<file path="config.mk">
export PLATFORM = sky130hd
export DESIGN_NAME = pipeline_controller
export DESIGN_NICKNAME = d
export VERILOG_FILES = /design/src/rtl/pipeline_controller.sv
export SDC_FILE = /design/constraint.sdc
export NUM_CORES = 1
export LEC_CHECK = 0
export CAP_MARGIN = 5
export CELL_PAD_IN_SITES_DETAIL_PLACEMENT = 0
export CELL_PAD_IN_SITES_GLOBAL_PLACEMENT = 1
export CORE_MARGIN = 1.5
export CORE_UTILIZATION = 28
export DETAILED_ROUTE_END_ITERATION = 7
export GPL_TIMING_DRIVEN = 0
export PLACE_DENSITY = 0.79
export RECOVER_POWER = 100
export SLEW_MARGIN = 0
export SYNTH_ARGS = -nofsm -noshare
export SYNTH_HDL_FRONTEND = slang
export SYNTH_SLANG_ARGS = --single-unit
</file>
<file path="constraint.sdc">
create_clock -name clk -period 2.9 [get_ports clk]
set_clock_uncertainty 0.2 [all_clocks]
set_input_delay 0.58 -clock clk [delete_from_list [all_inputs] [get_ports clk]]
set_output_delay 0.58 -clock clk [all_outputs]
set_load 0.1 [all_outputs]
</file>
<file path="src/rtl/pipeline_controller.sv">
// pipeline_controller
//   Main decoder and ALU decoder for the 5-stage MIPS pipeline. Decodes op/funct
//   in D. Carries the control bits through the D->E, E->M and M->W registers.
//
// Ports
//   clk, rst                      clock (rising edge), asynchronous active-high reset
//   opD, functD                   instr[31:26] and instr[5:0] in D
//   equalD                        branch comparator result in D
//   flushE                        loads a NOP into the E register
//   overflowE                     ALU overflow in E
//   pcsrcD, branchD, jumpD        combinational branch/jump decode in D
//   illegalD                      unrecognised op/funct in D; every control is forced to 0
//   regwriteE/M/W, memtoregE/M/W  per-stage writeback controls
//   memwriteM                     data-memory write enable
//   alusrcE, regdstE              ALU B source and destination select
//   alucontrolE                   000 and, 001 or, 010 add, 110 sub, 111 slt
//   ovf_excM                      overflow exception in M
//
// Configuration
//   OVF_TRAP_EN  When defined, a trap-checked instruction (add, sub, addi) that
//                overflows in E enters M with its register write cancelled and
//                ovf_excM set. When undefined, overflowE is ignored,
//                ovf_excM is held at 0 and the check bit is not stored.

module pipeline_controller #(
    parameter int ALUC_W = 3,
    parameter int OP_W   = 6
) (
    input  logic              clk,
    input  logic              rst,
    input  logic [OP_W-1:0]   opD,
    input  logic [OP_W-1:0]   functD,
    input  logic              equalD,
    input  logic              flushE,
    input  logic              overflowE,
    output logic              pcsrcD,
    output logic              branchD,
    output logic              jumpD,
    output logic              illegalD,
    output logic              regwriteE,
    output logic              regwriteM,
    output logic              regwriteW,
    output logic              memtoregE,
    output logic              memtoregM,
    output logic              memtoregW,
    output logic              memwriteM,
    output logic              alusrcE,
    output logic              regdstE,
    output logic [ALUC_W-1:0] alucontrolE,
    output logic              ovf_excM
);

    localparam logic [OP_W-1:0] OP_RTYPE = 6'b000000;
    localparam logic [OP_W-1:0] OP_LW    = 6'b100011;
    localparam logic [OP_W-1:0] OP_SW    = 6'b101011;
    localparam logic [OP_W-1:0] OP_BEQ   = 6'b000100;
    localparam logic [OP_W-1:0] OP_ADDI  = 6'b001000;
    localparam logic [OP_W-1:0] OP_J     = 6'b000010;

    localparam logic [ALUC_W-1:0] ALU_AND = 3'b000;
    localparam logic [ALUC_W-1:0] ALU_OR  = 3'b001;
    localparam logic [ALUC_W-1:0] ALU_ADD = 3'b010;
    localparam logic [ALUC_W-1:0] ALU_SUB = 3'b110;
    localparam logic [ALUC_W-1:0] ALU_SLT = 3'b111;

    logic              regwriteD;
    logic              memtoregD;
    logic              memwriteD;
    logic              alusrcD;
    logic              regdstD;
    logic [ALUC_W-1:0] alucontrolD;
    logic              chkD;
    logic              memwriteE;

    // An unrecognised op or funct keeps the all-zero defaults, so it decodes as a NOP.
    always_comb begin
        regwriteD   = 1'b0;
        memtoregD   = 1'b0;
        memwriteD   = 1'b0;
        alusrcD     = 1'b0;
        regdstD     = 1'b0;
        alucontrolD = ALU_AND;
        chkD        = 1'b0;
        branchD     = 1'b0;
        jumpD       = 1'b0;
        illegalD    = 1'b0;
        case (opD)
            OP_RTYPE: begin
                regwriteD = 1'b1;
                regdstD   = 1'b1;
                case (functD)
                    6'b100000: begin alucontrolD = ALU_ADD; chkD = 1'b1; end
                    6'b100001: alucontrolD = ALU_ADD;
                    6'b100010: begin alucontrolD = ALU_SUB; chkD = 1'b1; end
                    6'b100011: alucontrolD = ALU_SUB;
                    6'b100100: alucontrolD = ALU_AND;
                    6'b100101: alucontrolD = ALU_OR;
                    6'b101010: alucontrolD = ALU_SLT;
                    default: begin
                        regwriteD = 1'b0;
                        regdstD   = 1'b0;
                        illegalD  = 1'b1;
                    end
                endcase
            end
            OP_LW: begin
                regwriteD   = 1'b1;
                alusrcD     = 1'b1;
                memtoregD   = 1'b1;
                alucontrolD = ALU_ADD;
            end
            OP_SW: begin
                memwriteD   = 1'b1;
                alusrcD     = 1'b1;
                alucontrolD = ALU_ADD;
            end
            OP_BEQ: begin
                branchD     = 1'b1;
                alucontrolD = ALU_SUB;
            end
            OP_ADDI: begin
                regwriteD   = 1'b1;
                alusrcD     = 1'b1;
                alucontrolD = ALU_ADD;
                chkD        = 1'b1;
            end
            OP_J:    jumpD    = 1'b1;
            default: illegalD = 1'b1;
        endcase
    end

    assign pcsrcD = branchD & equalD;

`ifdef OVF_TRAP_EN
    logic chkE;
    logic trapE;

    assign trapE = chkE & overflowE;
`else
    logic trapE;
    logic unused_trap;

    // Without the trap feature, overflow never reaches the pipeline. The check
    // bit is decoded and then dropped here.
    assign trapE       = 1'b0;
    assign unused_trap = overflowE ^ chkD;
`endif

    always_ff @(posedge clk or posedge rst) begin
        if (rst) begin
            regwriteE   <= 1'b0;
            memtoregE   <= 1'b0;
            memwriteE   <= 1'b0;
            alusrcE     <= 1'b0;
            regdstE     <= 1'b0;
            alucontrolE <= '0;
`ifdef OVF_TRAP_EN
            chkE        <= 1'b0;
`endif
            regwriteM   <= 1'b0;
            memtoregM   <= 1'b0;
            memwriteM   <= 1'b0;
            ovf_excM    <= 1'b0;
            regwriteW   <= 1'b0;
            memtoregW   <= 1'b0;
        end else begin
            // flushE only affects the D->E transfer. M and W always advance.
            if (flushE) begin
                regwriteE   <= 1'b0;
                memtoregE   <= 1'b0;
                memwriteE   <= 1'b0;
                alusrcE     <= 1'b0;
                regdstE     <= 1'b0;
                alucontrolE <= '0;
`ifdef OVF_TRAP_EN
                chkE        <= 1'b0;
`endif
            end else begin
                regwriteE   <= regwriteD;
                memtoregE   <= memtoregD;
                memwriteE   <= memwriteD;
                alusrcE     <= alusrcD;
                regdstE     <= regdstD;
                alucontrolE <= alucontrolD;
`ifdef OVF_TRAP_EN
                chkE        <= chkD;
`endif
            end
            // A trapped instruction loses its register write. The exception
            // flag is held in M only and does not travel on to W.
            regwriteM <= regwriteE & ~trapE;
            memtoregM <= memtoregE;
            memwriteM <= memwriteE;
            ovf_excM  <= trapE;
            regwriteW <= regwriteM;
            memtoregW <= memtoregM;
        end
    end

endmodule

</file>
==> flow_summary.toml, run 1 <==
[run_status]
outcome = "complete, no violations"

[clock_network]
clock_latency_ns = 0.26
cts_buffers = 3
tritoncts = "done"
clk_path_buf_depth = 2
cts.sinks = 13
cts_hold_buf = 0
htree_num_levels = 1
cts-root-buf = "clkbuf_4"
cts.clk_slew.worst_paths_ns = 0.07

[sta]
fin_tns_setup_ns = 0
post-route-min-period_ns = 2.86
setup_viol = 0
holdWs_ns = 0.150
rsz0062_at_grt = "no"
finalMaxSlewViolations = 0
final.period_utilization_pct = 98.5
max_clock_freq_ghz = 0.350
worst_pin_slew_ns = 0.982
hold_viol = 0
maxSlewHeadroom_pct = 34.3

[finish]
finalInstanceArea_um2 = 973
antenna_cells = 0
drive_gt1_share_pct = 15.4
syn_to_final_growth_pct = 63.8
fin_nets = 109
n_fill_cell = 183

[floorplanning]
initial_core_util_pct = 30.0
die_h_um = 49.1
pin_count = 34
core_area_um2 = 1980
dieWidth_um = 49.1
core.rowCount = 16
die_area_um2 = 2410

[synth]
syn_area_per_cell_um2 = 10.6
synth_seq_cells = 13
synth_ff_type = "dfrtp_1"
synth_compound_area_share_pct = 10.7
syn-instance-count = 56
async_flop_share_pct = 100
synthAdderAreaFrac_pct = 0
synth-xor-area-share_pct = 1.47
ys_seq_area_share_pct = 54.7
synth_warnings = 0
synthMostInstantiatedCell = "dfrtp_1"
synth-edff-count = 0
synth_top_area_share_pct = 54.7
synthesis.nets = 73
syn_area_um2 = 594
synth.area.top_cells = "dfrtp_1 (55%), a21oi_1 (4.2%), nor4_4 (3.6%)"
synth-simple-area-share_pct = 27.4
yosys.area.top_type = "dfrtp_1"
synth_common_cells = "dfrtp_1 (13), a21oi_1 (5), inv_1 (5), nor2_1 (5)"
yosys.cell_types.count = 29
synth.area.mux_share_pct = 0
synth_top_family_by_area = "simple AND/OR/NAND/NOR gates"

[detailed_routing]
via_count = 530
routed_wirelength_um = 1160
drt_iter0_markers = 2
wl_per_cell_um = 9.81
antenna_left = 0
routed_via_density = 4.49
drc = 0
firstDrtPassIters = 4

[power]
leakage_nw = 0.466
peakVddDrop_mv = 0.146
powerDensity_nw_per_um2 = 371

[worst_setup_path]
ff2ff_path_depth = 0
slowest_delay_ns = 0.59
end_kind = "output port"
worst-path-buf-inv = 2
path_class = "in2out"
worstReg2RegEnd = "memtoregM"
crit_slowest_cell = "or4_4"
crit_path_start_kind = "input pin"
path_depth = 4
worstReg2RegStart = "memtoregE"
path_cells = "clkdlybuf4s50_1 > or4_4 > o21a_1 > buf_12"
crit_family = "buffers and inverters"
r2r_slack_ns = 2.21
arrival_ns = 2.08
required_ns = 2.12
cp_max_fo = 5

[global_route]
overflow = 0
grt_start_max_net_pins = 14
antenna_found_initial = 0
grt_pass1_vias = 514
grt_first_pass_wirelength_um = 2150
grt_usage_pct = 11.8

[placed_design]
dp_hpwl_um = 964
placed_area_um2 = 932
io_buffer_count = 30
gp_congestion = 0.722

[worst_hold_path]
whs_path_depth = 0
min_from = "memwriteE"
hold_class = "reg2reg"
whs_endpoint = "memwriteM"

[flow_run]
drv_cap = 0
[where the power goes]
| part | switching (W) | internal [W] | leakage [nW] | total, W |
|---|---|---|---|---|
| registers | 0.000000403 | 0.000183 | 0.181 | 0.000183 |
| logic | 0.0000467 | 0.0000286 | 0.270 | 0.0000753 |
| clock network | 0.0000493 | 0.0000531 | 0.0150 | 0.000102 |
| total | 0.0000965 | 0.000264 | 0.466 | 0.000361 |
[sequential cells by signal, summed over array words and instances (netlist names)]
register / cells
alucontrolE: 3
memwriteM: 1
memwriteE: 1
memtoregM: 1
regwriteE: 1
memtoregW: 1
regdstE: 1
memtoregE: 1
regwriteW: 1
regwriteM: 1
alusrcE: 1
[cells by family (layout without fill, tap and decap cells)]
kind of cell / after synthesis / count (layout)
AO/OA/AOI/OAI: 11 / 11
AND/OR/NAND/NOR: 23 / 23
flip-flops: 13 / 13
XOR/XNOR: 1 / 1
buffers and inverters: 7 / 42
other: 1 / 1
[per-stage QoR]
step	std cells	util (%)	setup WS (ns)	power [W]
floorplan	56	-	0.0375	0.000228
CTS	117	48.9	0.00171	0.000367
detailed placement	113	47.0	-0.908	0.000261
finish	118	49.1	0.0436	0.000361
global route	118	49.1	0.00123	0.000378
global placement	113	47.0	-0.914	0.000260
[worst max-delay path by stage]
stage / slack [ns] / endpoint / from
6_report: 0.04 / illegalD / opD[0]
5_1_grt: 0.001 / illegalD / opD[0]
4_1_cts: 0.002 / pcsrcD / opD[1]
3_5_place_dp: -0.91 / jumpD / opD[4]
3_3_place_gp: -0.91 / jumpD / opD[4]
2_1_floorplan: 0.04 / jumpD / opD[4]
[per-layer routing]
layer | GRT usage [%] | share of wire, % | vias to the layer above
met3 | 2.76 | 7.3 | 2
met4 | 7.14 | 0.95 | 0
met2 | 19.8 | 49 | 26
li1 | - | - | 267
met5 | 0 | 0 | -
met1 | 13.5 | 43 | 235
[cell usage in the layout (no fill, tap or decap), drive strengths merged, types with 2 or more instances in the layout]
cell type,netlist,final
dfrtp,13,13
o21ai,2,2
dlygate4sd2,0,2
buf,1,4
nand3,2,2
inv,5,5
nor2,5,5
nor4b,2,2
clkbuf,1,7
nor4,3,3
dlygate4sd3,0,13
a21oi,5,5
clkdlybuf4s50,0,10
[repair_timing]
item | in CTS | in global routing
setup buffers | 0 | 1
resized for setup | 32 | 3
setup endpoints to repair | 4 | 3
gates cloned | 0 | 0
pin swaps | 1 | 1
[final cells by class]
cell class,instances,area (um^2),area share (%)
Buffer,2,11.3,1.16
Inverter,5,18.8,1.93
Sequential cell,13,325,33.4
Tap cell,27,33.8,3.47
Timing Repair Buffer,31,310,31.9
Clock buffer,4,26.3,2.70
Multi-Input combinational cell,36,248,25.4
Power figures use the tool's default switching activity.
==> run 2, diff against run 1 <==
--- a/config.mk
+++ b/config.mk
@@ -8,7 +8,6 @@
 export CAP_MARGIN = 5
 export CELL_PAD_IN_SITES_DETAIL_PLACEMENT = 0
 export CELL_PAD_IN_SITES_GLOBAL_PLACEMENT = 1
-export CORE_MARGIN = 1.5
 export CORE_UTILIZATION = 28
 export DETAILED_ROUTE_END_ITERATION = 7
 export GPL_TIMING_DRIVEN = 0
==> flow_summary.toml, run 2 (same netlist as run 1, synthesis figures left out) <==
[sta]
max_clock_freq_ghz = 0.349
setup_viol = 0
finalMaxSlewViolations = 0
final.period_utilization_pct = 98.7
maxSlewHeadroom_pct = 35.1
post-route-min-period_ns = 2.86
worst_pin_slew_ns = 0.970
hold_viol = 0

[floorplanning]
initial_core_util_pct = 30.0
die_h_um = 48.1
core_area_um2 = 1980
core.rowCount = 16
die_area_um2 = 2310
pin_count = 34
dieWidth_um = 48.1

[finish]
largest_reg_flops = 3
fin_nets = 109
finalInstanceArea_um2 = 978
antenna_cells = 0
top_register = "alucontrolE"
syn_to_final_growth_pct = 64.6
n_fill_cell = 180
layout_common_cells = "clkdlybuf4s50_1 (22), dfrtp_1 (13), inv_1 (5), a21oi_1 (5)"
final_common_cell = "clkdlybuf4s50_1"
drive_gt1_share_pct = 17.6
multi_input_area_um2 = 249
ff_latch_area_um2 = 325

[clock_network]
cts_buffers = 3
tritoncts = "done"
clk_path_buf_depth = 2
htree_num_levels = 1
cts.sinks = 13
cts_hold_buf = 0
cts-root-buf = "clkbuf_4"
clock_latency_ns = 0.26
cts.clk_slew.worst_paths_ns = 0.07

[global_route]
overflow = 0
top_usage_layer = "met2"
use_met1_pct = 12.0
grt_first_pass_wirelength_um = 1910
grt_util_met3_pct = 3.40
grt_start_max_net_pins = 14
antenna_found_initial = 0
met2_usage_pct = 23.2
grt_pass1_vias = 509
grt_usage_pct = 12.6

[detailed_routing]
drt_iter0_markers = 6
wl_per_cell_um = 9.94
via_count = 536
routed_via_density = 4.54
antenna_left = 0
drc = 0
firstDrtPassIters = 4
routed_wirelength_um = 1170

[placed_design]
dp_hpwl_um = 952
placed_area_um2 = 932
gp_congestion = 0.722
io_buffer_count = 30

[worst_setup_path]
path_class = "in2out"
r2r_slack_ns = 2.20
arrival_ns = 2.08
crit_slowest_cell = "or4_4"
required_ns = 2.12
path_cells = "clkdlybuf4s50_1 > or4_4 > o21a_1 > buf_12"
worst-path-buf-inv = 2
worstReg2RegStart = "regwriteM"
crit_path_start_kind = "input pin"
end_kind = "output port"
cp_max_fo = 5
crit_path_start = "opD[0]"
slowest_delay_ns = 0.59
crit_family = "buffers and inverters"

[power]
peakVddDrop_mv = 0.119
leakage_nw = 0.427
p_total_w = 0.000363
powerDensity_nw_per_um2 = 371

[run_status]
outcome = "complete, no violations"

[worst_hold_path]
hold_class = "reg2reg"
min_from = "memwriteE"

[flow_run]
drv_cap = 0
-- run 2: metrics by stage --
step                utilization (%)  hold WS (ns)  cells  worst slack [ns]  setup TNS (ns)
floorplan                         -         0.131     56            0.0375               0
global placement               47.0         0.133    113            -0.913           -3.43
detailed placement             47.0         0.137    113            -0.915           -3.44
CTS                            49.2         0.154    118            0.0484               0
global route                   49.4         0.159    118          -0.00124        -0.00124
finish                         49.4         0.151    118            0.0374               0
-- run 2: layout make-up --
cell class	count	area share, %
Inverter	5	1.92
Buffer	2	1.15
Multi-Input combinational cell	36	25.4
Timing Repair Buffer	31	32.1
Sequential cell	13	33.2
Clock buffer	4	2.69
Tap cell	27	3.45
-- run 2: worst paths after layout --
kind                        endpoint  cells past startpoint
setup / recovery            illegalD                      4
setup reg to reg           regwriteW                      0
hold reg to reg            memwriteM                      0
hold / removal             memwriteM                      0
min in group asynchronous    regdstE                      2
max in group asynchronous  regwriteW                      2
-- run 2: power by group --
part | switching [W] | internal (W)
Combinational | 0.0000467 | 0.0000293
Sequential | 0.000000438 | 0.000183
Clock | 0.0000510 | 0.0000532
Total | 0.0000981 | 0.000265
-- run 2: what timing repair did --
item | 4_1_cts | 5_1_grt
pin swaps | 3 | 0
setup endpoints to repair | 4 | 1
gates cloned | 0 | 0
setup buffers | 1 | 0
resized for setup | 32 | 1
-- run 2: per-layer routing --
metal	wire length, um	share of wire [%]	up-vias
li1	-	-	268
met1	483	41	242
met2	591	50	24
met3	86	7.3	2
met4	12	1.0	0
met5	0	0	-
==> run 3, diff against run 2 <==
--- a/config.mk
+++ b/config.mk
@@ -10,7 +10,6 @@
 export CELL_PAD_IN_SITES_GLOBAL_PLACEMENT = 1
 export CORE_UTILIZATION = 28
 export DETAILED_ROUTE_END_ITERATION = 7
-export GPL_TIMING_DRIVEN = 0
 export PLACE_DENSITY = 0.79
 export RECOVER_POWER = 100
 export SLEW_MARGIN = 0
==> flow_summary.toml, run 3 (same netlist as run 1, synthesis figures left out) <==
[sta]
setup_viol = 0
hold_viol = 0
finalMaxSlewViolations = 0
fin_tns_setup_ns = 0
post-route-min-period_ns = 2.85
maxSlewHeadroom_pct = 22.3
rsz0062_at_grt = "no"
max_clock_freq_ghz = 0.351
setup_ws_ns = 0.0503
final.period_utilization_pct = 98.3
worst_pin_slew_ns = 1.17

[power]
leakage_nw = 0.421
peakVddDrop_mv = 0.176
powerDensity_nw_per_um2 = 382

[finish]
top_register = "alucontrolE"
multi_input_area_um2 = 241
final_core_util_pct = 48.5
drive_gt1_share_pct = 20.4
finalNonFillerCells = 125
antenna_cells = 0
syn_to_final_growth_pct = 61.9
fin_nets = 116
layout_common_cells = "clkbuf_1 (14), clkdlybuf4s50_1 (14), dfrtp_1 (13), buf_4 (7)"
largest_reg_flops = 3
ff_latch_area_um2 = 325
n_fill_cell = 210

[clock_network]
cts.clk_slew.worst_paths_ns = 0.07
clk_path_buf_depth = 2
cts_hold_buf = 0
tritoncts = "done"
cts-root-buf = "clkbuf_4"
clock_latency_ns = 0.26
cts-resized-gates = 0
post-cts-setup-buffers = 0
htree_num_levels = 1
cts.sinks = 13
cts_buffers = 3

[worst_setup_path]
cp_max_fo = 2
crit_family = "simple AND/OR/NAND/NOR gates"
crit_slowest_cell = "or4_4"
worst-path-buf-inv = 2
arrival_ns = 2.07
r2r_slack_ns = 2.20
path_class = "in2out"
crit_path_start = "opD[4]"
slowest_delay_ns = 0.43
path_cells = "clkdlybuf4s50_1 > or2_1 > or4_4 > o21a_1 > buf_12"
required_ns = 2.12
end_kind = "output port"
worstReg2RegStart = "memtoregM"
crit_path_start_kind = "input pin"

[floorplanning]
core.rowCount = 16
die_area_um2 = 2310
pin_count = 34
initial_core_util_pct = 30.0
core_area_um2 = 1980
die_h_um = 48.1
dieWidth_um = 48.1

[global_route]
grt_start_max_net_pins = 14
overflow = 0
grt_pass1_vias = 472
grt_usage_pct = 12.6
grt_first_pass_wirelength_um = 1970
antenna_found_initial = 0

[detailed_routing]
antenna_left = 0
routed_via_density = 4.35
routed_wirelength_um = 1210
via_count = 544
firstDrtPassIters = 3
wl_per_cell_um = 9.64
drt_iter0_markers = 8
drc = 0

[worst_hold_path]
min_from = "memwriteE"
hold_class = "reg2reg"

[placed_design]
io_buffer_count = 31
dp.cells = 121
dp_hpwl_um = 1000
preCtsSetupSlack_ns = 0.00948
gp_congestion = 0.719

[run_status]
outcome = "complete, no violations"

[flow_run]
drv_cap = 0
run 3: cell count changes in the layout (fill, tap and decap cells not counted), moves of 2 or more:
cell / before / now
clkbuf_1: 2 / 14
clkdlybuf4s50_1: 22 / 14
buf_4: 4 / 7
dlygate4sd2_1: 2 / 0
run 3: cell type report:
class	count	share of cell area (%)
Inverter	5	1.95
Clock buffer	4	2.73
Tap cell	27	3.51
Multi-Input combinational cell	36	25.1
Timing Repair Buffer	40	32.9
Sequential cell	13	33.8
run 3: worst paths after layout:
| path | end | cells after the start |
|---|---|---|
| setup reg to reg | memtoregW | 0 |
| hold reg to reg | memwriteM | 0 |
| min in group asynchronous | regwriteM | 2 |
| hold / removal | memwriteM | 0 |
| max in group asynchronous | regwriteE | 2 |
| setup / recovery | illegalD | 5 |
run 3: report_power, final:
group,switching [W],internal (W)
Clock,0.0000496,0.0000532
Sequential,0.000000471,0.000183
Combinational,0.0000475,0.0000339
run 3: per-layer routing:
metal	vias up	routed length (um)	GRT usage [%]
met2	26	547	21.4
li1	281	-	-
met5	-	0	0
met1	233	510	14.4
met4	0	39	10.0
met3	4	109	1.13
run 3: per-stage QoR:
| stage | hold slack, ns | total power, W | area (um^2) |
|---|---|---|---|
| 6_report | 0.151 | 0.000367 | 962 |
| 2_1_floorplan | 0.131 | 0.000228 | 598 |
| 3_3_place_gp | 0.132 | 0.000270 | 1010 |
| 3_5_place_dp | 0.137 | 0.000271 | 1010 |
| 4_1_cts | 0.154 | 0.000375 | 1030 |
| 5_1_grt | 0.174 | 0.000384 | 962 |
